## src/rtl/coproc_cmd_sched_if.sv

```systemverilog
// Bus bundle between the CPU I/O layer / coprocessor and the command scheduler.
`timescale 1ns/1ps
interface coproc_cmd_sched_if #(
  parameter int CMD_W = 8
);
  logic [CMD_W-1:0] ctl_in;
  logic             sts_rd;
  logic             cp_done;
  logic             cp_start;
  logic [CMD_W-1:0] cp_cmd;
  logic             cp_abort;
  logic [1:0]       sts_out;
  logic             ovf_err;
  logic             tmo_err;

  // Environment side: CPU register writes/reads and coprocessor completion
  modport master (
    output ctl_in, sts_rd, cp_done,
    input  cp_start, cp_cmd, cp_abort, sts_out, ovf_err, tmo_err
  );

  // Scheduler side
  modport slave (
    input  ctl_in, sts_rd, cp_done,
    output cp_start, cp_cmd, cp_abort, sts_out, ovf_err, tmo_err
  );
endinterface

```

## src/rtl/coproc_cmd_sched.sv

```systemverilog
// Command scheduler: queues COPROC_CTL writes, issues them one at a time to the
// image coprocessor with a start/done handshake, and builds COPROC_STS plus the
// sticky overflow/timeout flags.
`timescale 1ns/1ps
module coproc_cmd_sched #(
  parameter int DEPTH       = 4,
  parameter int CMD_W       = 8,
  parameter int TIMEOUT_CYC = 65535
) (
  input logic               clk,
  input logic               rst_n,
  coproc_cmd_sched_if.slave bus
);
  localparam int PTR_W = $clog2(DEPTH);
  localparam int CNT_W = PTR_W + 1;
  localparam int TMR_W = $clog2(TIMEOUT_CYC + 1);
  localparam logic [TMR_W-1:0] TMR_LAST = TMR_W'(TIMEOUT_CYC - 1);
  localparam logic [CNT_W-1:0] CNT_FULL = CNT_W'(DEPTH);

  typedef enum logic [1:0] {
    S_IDLE  = 2'd0,
    S_ISSUE = 2'd1,
    S_WAIT  = 2'd2
  } state_t;

  state_t           state;
  state_t           state_nxt;

  logic [CMD_W-1:0] mem [DEPTH];
  logic [PTR_W-1:0] rd_ptr;
  logic [PTR_W-1:0] wr_ptr;
  logic [CNT_W-1:0] count;
  logic [TMR_W-1:0] timer;

  logic             is_abort;
  logic             is_cmd;
  logic             fifo_empty;
  logic             fifo_full;
  logic             pop;
  logic             flush;
  logic             push_ok;
  logic             ovf_set;
  logic             start_nxt;
  logic             abort_nxt;
  logic             tmr_clr;
  logic             tmr_inc;
  logic             done_set;
  logic             tmo_set;

  logic             cp_start_q;
  logic             cp_abort_q;
  logic [CMD_W-1:0] cp_cmd_q;
  logic             done_sticky_q;
  logic             ovf_q;
  logic             tmo_q;

  assign bus.cp_start = cp_start_q;
  assign bus.cp_abort = cp_abort_q;
  assign bus.cp_cmd   = cp_cmd_q;
  assign bus.ovf_err  = ovf_q;
  assign bus.tmo_err  = tmo_q;
  assign bus.sts_out  = {(state != S_IDLE) || (count != '0), done_sticky_q};

  // Next-state decode and the per-cycle strobes driving FIFO, timer and outputs
  always_comb begin
    state_nxt  = state;
    pop        = 1'b0;
    flush      = 1'b0;
    start_nxt  = 1'b0;
    abort_nxt  = 1'b0;
    tmr_clr    = 1'b0;
    tmr_inc    = 1'b0;
    done_set   = 1'b0;
    tmo_set    = 1'b0;
    is_abort   = (bus.ctl_in == '1);
    is_cmd     = (bus.ctl_in != '0) && !is_abort;
    fifo_empty = (count == '0);
    fifo_full  = (count == CNT_FULL);

    if (is_abort) begin
      // ABORT overrides everything, including a done or pop in the same cycle
      flush     = 1'b1;
      abort_nxt = 1'b1;
      state_nxt = S_IDLE;
    end else begin
      case (state)
        S_IDLE: begin
          if (!fifo_empty) state_nxt = S_ISSUE;
        end
        S_ISSUE: begin
          pop       = 1'b1;
          start_nxt = 1'b1;
          tmr_clr   = 1'b1;
          state_nxt = S_WAIT;
        end
        S_WAIT: begin
          if (bus.cp_done) begin
            // A same-cycle push into an empty FIFO is always accepted, so it
            // counts as pending work and suppresses done_sticky
            done_set  = fifo_empty && !is_cmd;
            state_nxt = S_IDLE;
          end else if (timer == TMR_LAST) begin
            tmo_set   = 1'b1;
            abort_nxt = 1'b1;
            flush     = 1'b1;
            state_nxt = S_IDLE;
          end else begin
            tmr_inc = 1'b1;
          end
        end
        default: state_nxt = S_IDLE;
      endcase
    end

    // A flush discards any command arriving in the same cycle without flagging overflow
    push_ok = is_cmd && !flush && (!fifo_full || pop);
    ovf_set = is_cmd && !flush && fifo_full && !pop;
  end

  // FSM state register
  always_ff @(posedge clk or negedge rst_n) begin
    if (!rst_n) state <= S_IDLE;
    else        state <= state_nxt;
  end

  // FIFO pointers and occupancy; pointers wrap naturally at DEPTH
  always_ff @(posedge clk or negedge rst_n) begin
    if (!rst_n) begin
      rd_ptr <= '0;
      wr_ptr <= '0;
      count  <= '0;
    end else if (flush) begin
      rd_ptr <= '0;
      wr_ptr <= '0;
      count  <= '0;
    end else begin
      if (push_ok) wr_ptr <= wr_ptr + PTR_W'(1);
      if (pop)     rd_ptr <= rd_ptr + PTR_W'(1);
      count <= count + CNT_W'(push_ok) - CNT_W'(pop);
    end
  end

  // FIFO storage; contents need no reset since the count qualifies them
  always_ff @(posedge clk) begin
    if (push_ok) mem[wr_ptr] <= bus.ctl_in;
  end

  // WAIT-state cycle counter for the coprocessor timeout
  always_ff @(posedge clk or negedge rst_n) begin
    if (!rst_n)       timer <= '0;
    else if (tmr_clr) timer <= '0;
    else if (tmr_inc) timer <= timer + TMR_W'(1);
  end

  // Registered coprocessor strobes, issued command and sticky status (set beats clear)
  always_ff @(posedge clk or negedge rst_n) begin
    if (!rst_n) begin
      cp_start_q    <= 1'b0;
      cp_abort_q    <= 1'b0;
      cp_cmd_q      <= '0;
      done_sticky_q <= 1'b0;
      ovf_q         <= 1'b0;
      tmo_q         <= 1'b0;
    end else begin
      cp_start_q    <= start_nxt;
      cp_abort_q    <= abort_nxt;
      if (pop) cp_cmd_q <= mem[rd_ptr];
      done_sticky_q <= done_set | (done_sticky_q & ~bus.sts_rd);
      ovf_q         <= ovf_set  | (ovf_q & ~bus.sts_rd);
      tmo_q         <= tmo_set  | (tmo_q & ~bus.sts_rd);
    end
  end
endmodule

```

## src/flat_wrapper.sv

```systemverilog
// flat-port wrapper written by rule: the top's interface ports become plain ports
module coproc_cmd_sched_flat 
#(
  parameter int DEPTH       = 4,
  parameter int CMD_W       = 8,
  parameter int TIMEOUT_CYC = 65535
)
  (clk, rst_n, bus_ctl_in, bus_sts_rd, bus_cp_done, bus_cp_start, bus_cp_cmd, bus_cp_abort, bus_sts_out, bus_ovf_err, bus_tmo_err);
  coproc_cmd_sched_if #(.CMD_W(CMD_W)) bus_i ();
  input logic clk;
  input logic rst_n;
  input wire logic [$bits(bus_i.ctl_in)-1:0] bus_ctl_in;
  input wire logic [$bits(bus_i.sts_rd)-1:0] bus_sts_rd;
  input wire logic [$bits(bus_i.cp_done)-1:0] bus_cp_done;
  output wire logic [$bits(bus_i.cp_start)-1:0] bus_cp_start;
  output wire logic [$bits(bus_i.cp_cmd)-1:0] bus_cp_cmd;
  output wire logic [$bits(bus_i.cp_abort)-1:0] bus_cp_abort;
  output wire logic [$bits(bus_i.sts_out)-1:0] bus_sts_out;
  output wire logic [$bits(bus_i.ovf_err)-1:0] bus_ovf_err;
  output wire logic [$bits(bus_i.tmo_err)-1:0] bus_tmo_err;
  assign bus_i.ctl_in = bus_ctl_in;
  assign bus_i.sts_rd = bus_sts_rd;
  assign bus_i.cp_done = bus_cp_done;
  assign bus_cp_start = bus_i.cp_start;
  assign bus_cp_cmd = bus_i.cp_cmd;
  assign bus_cp_abort = bus_i.cp_abort;
  assign bus_sts_out = bus_i.sts_out;
  assign bus_ovf_err = bus_i.ovf_err;
  assign bus_tmo_err = bus_i.tmo_err;
  coproc_cmd_sched #(.DEPTH(DEPTH), .CMD_W(CMD_W), .TIMEOUT_CYC(TIMEOUT_CYC)) u_core (.clk(clk), .rst_n(rst_n), .bus(bus_i));
endmodule
```

## config.mk

```make
export PLATFORM = sky130hd
export DESIGN_NAME = coproc_cmd_sched_flat
export DESIGN_NICKNAME = d
export VERILOG_FILES = /design/src/rtl/coproc_cmd_sched_if.sv /design/src/rtl/coproc_cmd_sched.sv /design/src/flat_wrapper.sv
export SDC_FILE = /design/constraint.sdc
export NUM_CORES = 1
export LEC_CHECK = 0
export CORE_UTILIZATION = 62
export CTS_CLUSTER_SIZE = 25
export DETAILED_ROUTE_END_ITERATION = 10
export GPL_TIMING_DRIVEN = 0
export PLACE_DENSITY = 0.84
export SLEW_MARGIN = 0
export SYNTH_ARGS = -nofsm -noshare
export SYNTH_HDL_FRONTEND = slang
export SYNTH_SLANG_ARGS = --single-unit
```

## constraint.sdc

```tcl
create_clock -name clk -period 4.91 [get_ports clk]
set_input_delay 0.982 -clock clk [delete_from_list [all_inputs] [get_ports clk]]
set_output_delay 0.982 -clock clk [all_outputs]
set_load 0.02 [all_outputs]
```

; After elaboration in Yosys (flattened, before gate mapping)
; Memories as Yosys holds them, arrays and structs flattened. A register that Yosys moved wholly into a read port is not among the register bits.
; Cells that the tools add are included.
[totals]
reg_bits = 30
latchBits = 0
mem_bits_rw = 32
romBits = 0
inputBits = 12
output_inout_bits = 14
elab_cells = 81
memories = 1
[mem_list]
columns = name, words, width, read_ports, rd_ports_with_merged_regs, wr, line_no
row1 = u_core.mem, 4, 8, 1, 1, 1, coproc_cmd_sched.sv:29  ; logic [CMD_W-1:0] mem [DEPTH];
[op_classes]
n_addsub = 5
n_mul = 0
div = 0
magnitude_cmp = 0
n_eq_ne = 7
n_shift = 0
n_mux = 28
n_bitwise = 7
reduce_logical = 23
[ops]
columns = cell, count
row1 = 2-to-1 mux 16 bit, 2
row2 = adder 16 x 1 -> 16 bit (second input constant), 1
row3 = equality test 16 bit (second input constant), 1
row4 = 2-to-1 mux 1 bit, 16
row5 = 2-to-1 mux 2 bit, 8
row6 = equality test 8 bit (second input constant), 1
row7 = nonzero test 2 bit, 4
row8 = nonzero test 8 bit, 1
row9 = logical AND 1 bit, 6
row10 = zero test 1 bit, 6
row11 = one-hot mux 2 bit (3 select lines), 1
row12 = adder 2 x 1 -> 2 bit (second input constant), 2
row13 = inequality test 4 x 2 -> 1 bit (second input constant), 1
row14 = adder 3 x 1 -> 3 bit, 1
row15 = AND 1 bit, 3
row16 = equality test 3 bit (second input constant), 1
row17 = zero test 3 bit, 1
row18 = 2-to-1 mux 3 bit, 1
row19 = inequality test 3 x 2 -> 1 bit (second input constant), 1
row20 = OR 1 bit, 3
row21 = nonzero test 3 bit, 1
row22 = subtractor 3 x 1 -> 3 bit, 1
row23 = equality test 2 x 1 -> 1 bit (second input constant), 1
row24 = equality test 2 bit (second input constant), 1
row25 = 4 further kinds, 5

; Longest topological paths before layout
; Gate-level depths: netlist (run 1).
[logic_depth]
word_depth = 11
mapped_depth = 13
depth_no_buf = 11

; Least setup slack after synthesis (run 1)
; Ideal clock, no wire load.
[synth_timing]
path_type = in2reg
from = input port bus_ctl_in[6]
to = register u_core.count[2]
setup_time_ns = 0.131
t_arrival_ns = 3.128
required_time_ns = 4.779
path_slack_ns = 1.651
cell_stages = 13
n_path_buf = 2
path_cell_list = and4_1 a21o_1 clkbuf_1 inv_1 clkbuf_1 ha_1 inv_1 ha_1 inv_1 fa_1 xor2_1 xnor2_1 nor2_1
[synth_via]
word_cells_on_any_way = 13
cone_classes = add/sub: 2 / eq/ne: 1 / mux: 3 / reduce/logical: 7
[synth_rtl]
columns = item, line_no
row1 = from (decl), flat_wrapper.sv:12  ; input wire logic [$bits(bus_i.ctl_in)-1:0] bus_ctl_in;
row2 = equality test 8 bit (*), coproc_cmd_sched.sv:75  ; is_abort = (bus.ctl_in == '1);
row3 = 2-to-1 mux 1 bit (*), coproc_cmd_sched.sv:80  ; if (is_abort) begin
row4 = via u_core.pop, coproc_cmd_sched.sv:39  ; logic pop;
row5 = logical OR 1 bit, coproc_cmd_sched.sv:116  ; push_ok = is_cmd && !flush && (!fifo_full || pop);
row6 = logical AND 1 bit, coproc_cmd_sched.sv:116
row7 = adder 3 x 1 -> 3 bit, coproc_cmd_sched.sv:139  ; count <= count + CNT_W'(push_ok) - CNT_W'(pop);
row8 = subtractor 3 x 1 -> 3 bit (*), coproc_cmd_sched.sv:139
row9 = 2-to-1 mux 3 bit (*), coproc_cmd_sched.sv:132  ; end else if (flush) begin
row10 = to (signal assigned), coproc_cmd_sched.sv:139
row11 = to (decl), coproc_cmd_sched.sv:32  ; logic [CNT_W-1:0] count;
; Mark *: on every way through the listed nets, which the timed path passes. The rest lies on a longest branch.
; A chain may end at the register's enable or synchronous reset.

; Final worst setup path (run 1)
[layout_timing]
from = input port bus_ctl_in[3]
to = register u_core.count[2]
; Same word-level chain as after synthesis.

==> results of run 1 <==
[cell families after synthesis]
group,share of synthesized area (%)
AOI/OAI and AO/OA,7.653
and+or+nand+nor,16.69
xor gates and xnor gates,1.105
buffers and inverters,3.234
muxes,7.258
adders and majority gates,3.787
DFF,60.28
[state kept, by name, indices dropped and copies added, names as in the netlist, 2 cells and up]
signal / cells
u_core.state: 2
u_core.timer: 16
u_core.rd_ptr: 2
u_core.wr_ptr: 2
u_core.bus.cp_cmd: 8
u_core.mem: 32
u_core.count: 3
[cell usage after synthesis, drive strengths merged (3+ instances only)]
library cell / count
and2: 4
mux2i: 5
ha: 8
a21oi: 12
nand2: 38
nand3: 5
edfxtp: 32
xnor2: 3
or3: 6
and4: 3
mux4: 8
nor3: 4
o31ai: 8
or4: 11
nor3b: 3
nand4: 7
o21ai: 8
nor4: 4
clkbuf: 8
inv: 12
nor2: 7
dfrtp: 38
buf: 4
[final timing paths]
| kind | from | end | slack, ns | cells after the start |
|---|---|---|---|---|
| worst max register to register | u_core.state[1]$_DFFE_PN0P_ | u_core.count[2]$_DFF_PN0_ | 1.78 | 13 |
| min in group asynchronous | rst_n | u_core.bus.cp_cmd[1]$_DFFE_PN0P_ | 0.74 | 1 |
| worst min-delay path | u_core.bus.cp_cmd[3]$_DFFE_PN0P_ | u_core.bus.cp_cmd[3]$_DFFE_PN0P_ | 0.47 | 2 |
| worst min register to register | u_core.bus.cp_cmd[3]$_DFFE_PN0P_ | u_core.bus.cp_cmd[3]$_DFFE_PN0P_ | 0.47 | 2 |
| worst max-delay path | bus_ctl_in[3] | u_core.count[2]$_DFF_PN0_ | 0.86 | 14 |
| max in group asynchronous | rst_n | u_core.count[2]$_DFF_PN0_ | 3.62 | 1 |
[per-layer routing]
layer / up-vias / track usage, % / routed length, um
met4: 0 / 14.96 / 195
met5: - / 0 / 0
met1: 1065 / 36.70 / 2748
li1: 1028 / - / -
met2: 90 / 39.35 / 3000
met3: 26 / 5.624 / 345
[final cells by class]
class	instances	area [sq um]	area share [%]
clock inverter	5	35.03	0.9527
timing repair buffer	25	245.2	6.669
tap	67	83.83	2.280
inverter	12	45.04	1.225
buffer	12	57.56	1.565
sequential	70	1912	51.99
multi-input combinational	162	1157	31.47
clock buffer	11	141.4	3.845
[worst max-delay path, cell delays in order]
cell,delay (ns)
clkdlybuf4s50_1,0.59
and4_1,0.33
a21o_1,0.13
clkbuf_1,0.36
inv_1,0.17
clkbuf_1,0.33
ha_1,0.38
inv_1,0.06
ha_1,0.13
inv_1,0.05
fa_1,0.37
xor2_1,0.17
xnor2_1,0.14
nor2_1,0.06
[power by group through the flow]
stage | Clock [W] | Combinational [W] | Sequential (W)
after floorplan | 0 | 0.000441 | 0.000944
final | 0.000417 | 0.000712 | 0.000907
after global placement | 0 | 0.000682 | 0.000905
after CTS | 0.000421 | 0.000718 | 0.000906
after global routing | 0.000445 | 0.000792 | 0.000924
after detailed placement | 0 | 0.000713 | 0.000918
[stage by stage]
step | instances | hold slack [ns] | total power (W) | instance area [sq um] | worst slack (ns)
2_1_floorplan | 256 | 0.4756 | 0.001385 | 3172 | 1.651
3_3_place_gp | 348 | 0.4589 | 0.001587 | 3506 | 0.6356
3_5_place_dp | 348 | 0.4635 | 0.001631 | 3501 | 0.5322
4_1_cts | 364 | 0.4823 | 0.002045 | 3677 | 0.8888
5_1_grt | 364 | 0.5044 | 0.002161 | 3677 | 0.6687
6_report | 364 | 0.4735 | 0.002035 | 3677 | 0.8638
==> results.md, run 1 <==
- Run status: finished, final reports clean
- Mapped Cells: 256
- Syn_area_per_cell: 12.39 sq um
- Maxcap violations: 0
- Net switching fraction of the power: 34.89%
- Clock latency on the worst-skew pair: 0.35 ns
- Crit end category: flop
- Clock power share: 20.5%
- GPL Wtd Cong: 0.8123
- Routed WL per cell: 17.28 um
- Post-CTS setup buffers: 0
- Vias in the first global route: 2,090
- Combinational share of power: 35.0%
- Max_slew headroom: 42.68%
- Drt total wl: 6289 um
- Syn Nets: 277
- Measured slew at the worst slew-check pin: 0.8599 ns
- Tmin final: 4.046 ns
- Setup Viol. Count Final: 0
- CP Class: in2reg
- Port Buffer Count: 25
- Post-synth top area share: 30.30%
- Vias: 2,209
- Most frequent cells in the layout: nand2_1, dfrtp_1, edfxtp_1
- Clk sinks: 70
- Synth area leader: edfxtp_1
- Hold buffers post-CTS: 0
- Largest net degree at the start of global routing: 39
- Unique masters post-synth: 44
- HPWL after DPL: 4211 um
- Io pins: 26
- PwrDens: 553.5 mW/mm^2
- Worst-path clk slew: 0.08 ns
- Layout area overhead: 15.94%
- Max FO, Critical Path: 11
- Yosys warnings: 0
- Internal Power: 0.001325 W
- Utilization after layout: 76.34%
- Initial Utilization: 65.84%
- Post-synth top flop: dfrtp_1
- Final worst path period share: 82.41%
- Part of the power in registers: 44.6%
- Initial drt markers: 187
- Core ar.: 0.004817 sq mm
- Root Buffer: clkbuf_8
- F_max: 247.1 MHz
- Post-Syn Area: 0.003172 sq mm
- Crit path DAT: 4.26 ns
- Die width: 73.53 um
- P_sw: 0.0007102 W
- Top post-synthesis cells by area: edfxtp_1, dfrtp_1, mux4_2
- CTS tree: built
- Asr flop ratio synth: 54.29%
- Number of diodes: 0
- GRT Util Overall: 26.49%
- RSZ-0062 raised after global routing: false
- Static Leak: 1.410 nW
- Residual DRC: 0
- VDD IR max: 0.3436 mV
- Share of cells above drive strength 1: 10.10%
- Final ANT Viol Nets: 0
- Post_cts resized: 0
- Final hold violation count: 0
- Drt pass-1 iters: 4
- Routed vias/inst: 6.069
- Row cnt: 25
- First-pass GRT wire length: 10,210 um
- Startpoint Class: input pin
- Die Ht: 73.53 um
- #FFs+latches synth: 70
- EDFF count, synth: 32
- Die area: 0.005406 sq mm
- Filler instances: 331
- Worst Skew: 0.007895 ns
- Maximum root-to-sink buffer count: 2
- CTS buffer count: 9
- Pins Over Slew Limit: 0
- Hold Path Class: reg2reg
- Gr ovfl total: 0
- H-tree depth: 3
- Final nets: 313
- Initial antenna violation count: 0
- Sequential area share after synthesis: 60.28%
- Worst EP required: 5.12 ns
- Setup Total Neg Slack: 0 ns
Note: power is estimated with default switching activity, not from simulation.
==> inputs of run 2 (changes only) <==
Settings changed: CORE_UTILIZATION 62 to 57, PLACE_DENSITY 0.84 to 0.78.
Clock period 4.91 ns to 4.2 ns, I/O delays scaled along.
==> results.md, run 2 (synthesized netlist as in run 1, its figures left out) <==
- Run status: finished, final reports clean
- Layout area overhead: 16.53%
- Maxcap violations: 0 (unchanged)
- Worst-path clk slew: 0.07 ns (about the same)
- Utilization after layout: 70.57% (-5.8 points)
- Crit end category: flop
- Critical path endpoint: u_core.count[2]$_DFF_PN0_
- Final hold slack: 0.4724 ns (-0.001126 ns)
- Clk sinks: 70 (unchanged)
- Hold Path Class: reg2reg
- Cell Area, Placed: 0.003505 sq mm (+0.11%)
- Worst EP required: 4.42 ns (-0.70 ns)
- GPL Wtd Cong: 0.8341 (+2.7%)
- Largest net degree at the start of global routing: 39 (unchanged)
- Cells after DPL: 351 (+0.86%)
- Port Buffer Count: 25 (unchanged)
- CP Launch Point: bus_ctl_in[2]
- Setup Viol. Count Final: 0 (unchanged)
- Post-CTS setup buffers: 0 (unchanged)
- Die Ht: 76.60 um (+4.2%)
- GRT Util Overall: 23.23% (-3.3 points)
- Initial antenna violation count: 0 (unchanged)
- Max FO, Critical Path: 11 (unchanged)
- Residual DRC: 0 (unchanged)
- Number of diodes: 0 (unchanged)
- Reg-to-Reg Start: u_core.state[1]$_DFFE_PN0P_
- Startpoint Class: input pin
- HPWL after DPL: 4242 um (+0.73%)
- Die width: 76.60 um (+4.2%)
- Initial drt markers: 186 (-0.53%)
- Root Buffer: clkbuf_8
- Most frequent cells in the layout: nand2_1, dfrtp_1, edfxtp_1
- Share of cells above drive strength 1: 9.428% (-0.67 points)
- Final worst path period share: 92.67%
- Final hold violation count: 0 (unchanged)
- Vias: 2,137 (-3.3%)
- Worst r2r path cells: 13 (unchanged)
- First-pass GRT wire length: 10,160 um (-0.48%)
- Worst reg2reg endpoint: u_core.count[2]$_DFF_PN0_
- Final ANT Viol Nets: 0 (unchanged)
- Biggest register: u_core.mem
- CTS buffer count: 9 (unchanged)
- Drt total wl: 6180 um (-1.7%)
- Worst Skew: 0.006017 ns (-0.001878 ns)
- F_max: 256.9 MHz
- Maximum root-to-sink buffer count: 2 (unchanged)
- Post_cts resized: 0 (unchanged)
- Routed WL per cell: 16.84 um (-2.5%)
- Static Leak: 1.414 nW (+0.34%)
- Routed vias/inst: 5.823 (-4.1%)
- Vias in the first global route: 2,110 (+0.96%)
- CTS tree: built
- Pins Over Slew Limit: 0 (unchanged)
- Max reg flops: 32 (unchanged)
- Reg2reg setup slack: 1.09 ns (-0.69 ns)
- Measured slew at the worst slew-check pin: 0.8541 ns (-0.005779 ns)
- Gr ovfl total: 0 (unchanged)
- PwrDens: 649.8 mW/mm^2 (+17%)
- H-tree depth: 3 (unchanged)
- Drt pass-1 iters: 4 (unchanged)
- Initial Utilization: 60.56% (-5.3 points)
- Io pins: 26 (unchanged)
- VDD IR max: 0.3984 mV (+16%)
- Design Area, Final: 0.003696 sq mm (+0.51%)
- Cell Count, Final, Fillers Out: 367 (+0.82%)
- Die area: 0.005867 sq mm (+8.5%)
- Crit path DAT: 4.11 ns (-0.15 ns)
- RSZ-0062 raised after global routing: false
- Clock latency on the worst-skew pair: 0.35 ns (about the same)
- Tmin final: 3.892 ns
- Final nets: 313 (unchanged)
- Hold buffers post-CTS: 0 (unchanged)
- Core ar.: 0.005238 sq mm (+8.7%)
- Setup Total Neg Slack: 0 ns (unchanged)
- Row cnt: 26 (+4.0%)
- CP Class: in2reg
- Max_slew headroom: 43.06% (+0.39 points)
==> run 2: worst min-delay path by stage <==
stage | to | slack [ns] | start | depth (start not counted)
finish | u_core.bus.cp_cmd[7]$_DFFE_PN0P_ | 0.47 | u_core.bus.cp_cmd[7]$_DFFE_PN0P_ | 2
global route | u_core.bus.cp_cmd[1]$_DFFE_PN0P_ | 0.51 | u_core.bus.cp_cmd[1]$_DFFE_PN0P_ | 2
CTS | u_core.bus.cp_cmd[2]$_DFFE_PN0P_ | 0.48 | u_core.bus.cp_cmd[2]$_DFFE_PN0P_ | 2
detailed placement | u_core.bus.cp_cmd[7]$_DFFE_PN0P_ | 0.46 | u_core.bus.cp_cmd[7]$_DFFE_PN0P_ | 2
global placement | u_core.bus.cp_cmd[2]$_DFFE_PN0P_ | 0.46 | u_core.bus.cp_cmd[2]$_DFFE_PN0P_ | 2
floorplan | u_core.state[0]$_DFFE_PN0P_ | 0.48 | u_core.state[1]$_DFFE_PN0P_ | 1
==> run 2: report_power, final <==
part / total [W] / switching (W) / leakage (nW) / internal, W
Combinational: 0.000820 / 0.000463 / 0.525 / 0.000358
Sequential: 0.00105 / 0.0000953 / 0.795 / 0.000959
Clock: 0.000528 / 0.000240 / 0.0940 / 0.000288
Total: 0.00240 / 0.000798 / 1.41 / 0.00160
==> run 2: through the flow <==
| stage | setup slack (ns) | power [W] |
|---|---|---|
| after global placement | 0.06888 | 0.001860 |
| final | 0.3079 | 0.002402 |
| after CTS | 0.3228 | 0.002422 |
| after global routing | 0.1205 | 0.002557 |
| after floorplan | 1.083 | 0.001619 |
| after detailed placement | -0.03969 | 0.001895 |
==> run 2: routing by layer <==
layer / share of wire (%) / GRT usage (%) / wire [um] / vias to the layer above
met5: 0 / 0 / 0 / -
met4: 2.0 / 13.27 / 126 / 0
met3: 5.0 / 5.389 / 307 / 14
met2: 47 / 35.50 / 2917 / 69
met1: 46 / 30.67 / 2828 / 1022
li1: - / - / - / 1032
==> run 2: cell type report <==
type / count / area [sq um]
Buffer: 12 / 57.56
Timing Repair Buffer: 25 / 245.2
Sequential cell: 70 / 1912
Fill cell: 384 / 1541
Inverter: 12 / 45.04
Multi-Input combinational cell: 162 / 1157
Tap cell: 70 / 87.58
Clock buffer: 12 / 145.1
Clock inverter: 4 / 46.29
==> run 2: worst max-delay path, stage by stage <==
cell	delay, ns
clkdlybuf4s50_1	0.60
and4_1	0.33
a21o_1	0.13
clkbuf_1	0.37
inv_1	0.17
clkbuf_1	0.32
ha_1	0.37
inv_1	0.05
ha_1	0.13
inv_1	0.05
fa_1	0.37
xor2_1	0.18
xnor2_1	0.14
nor2_1	0.05
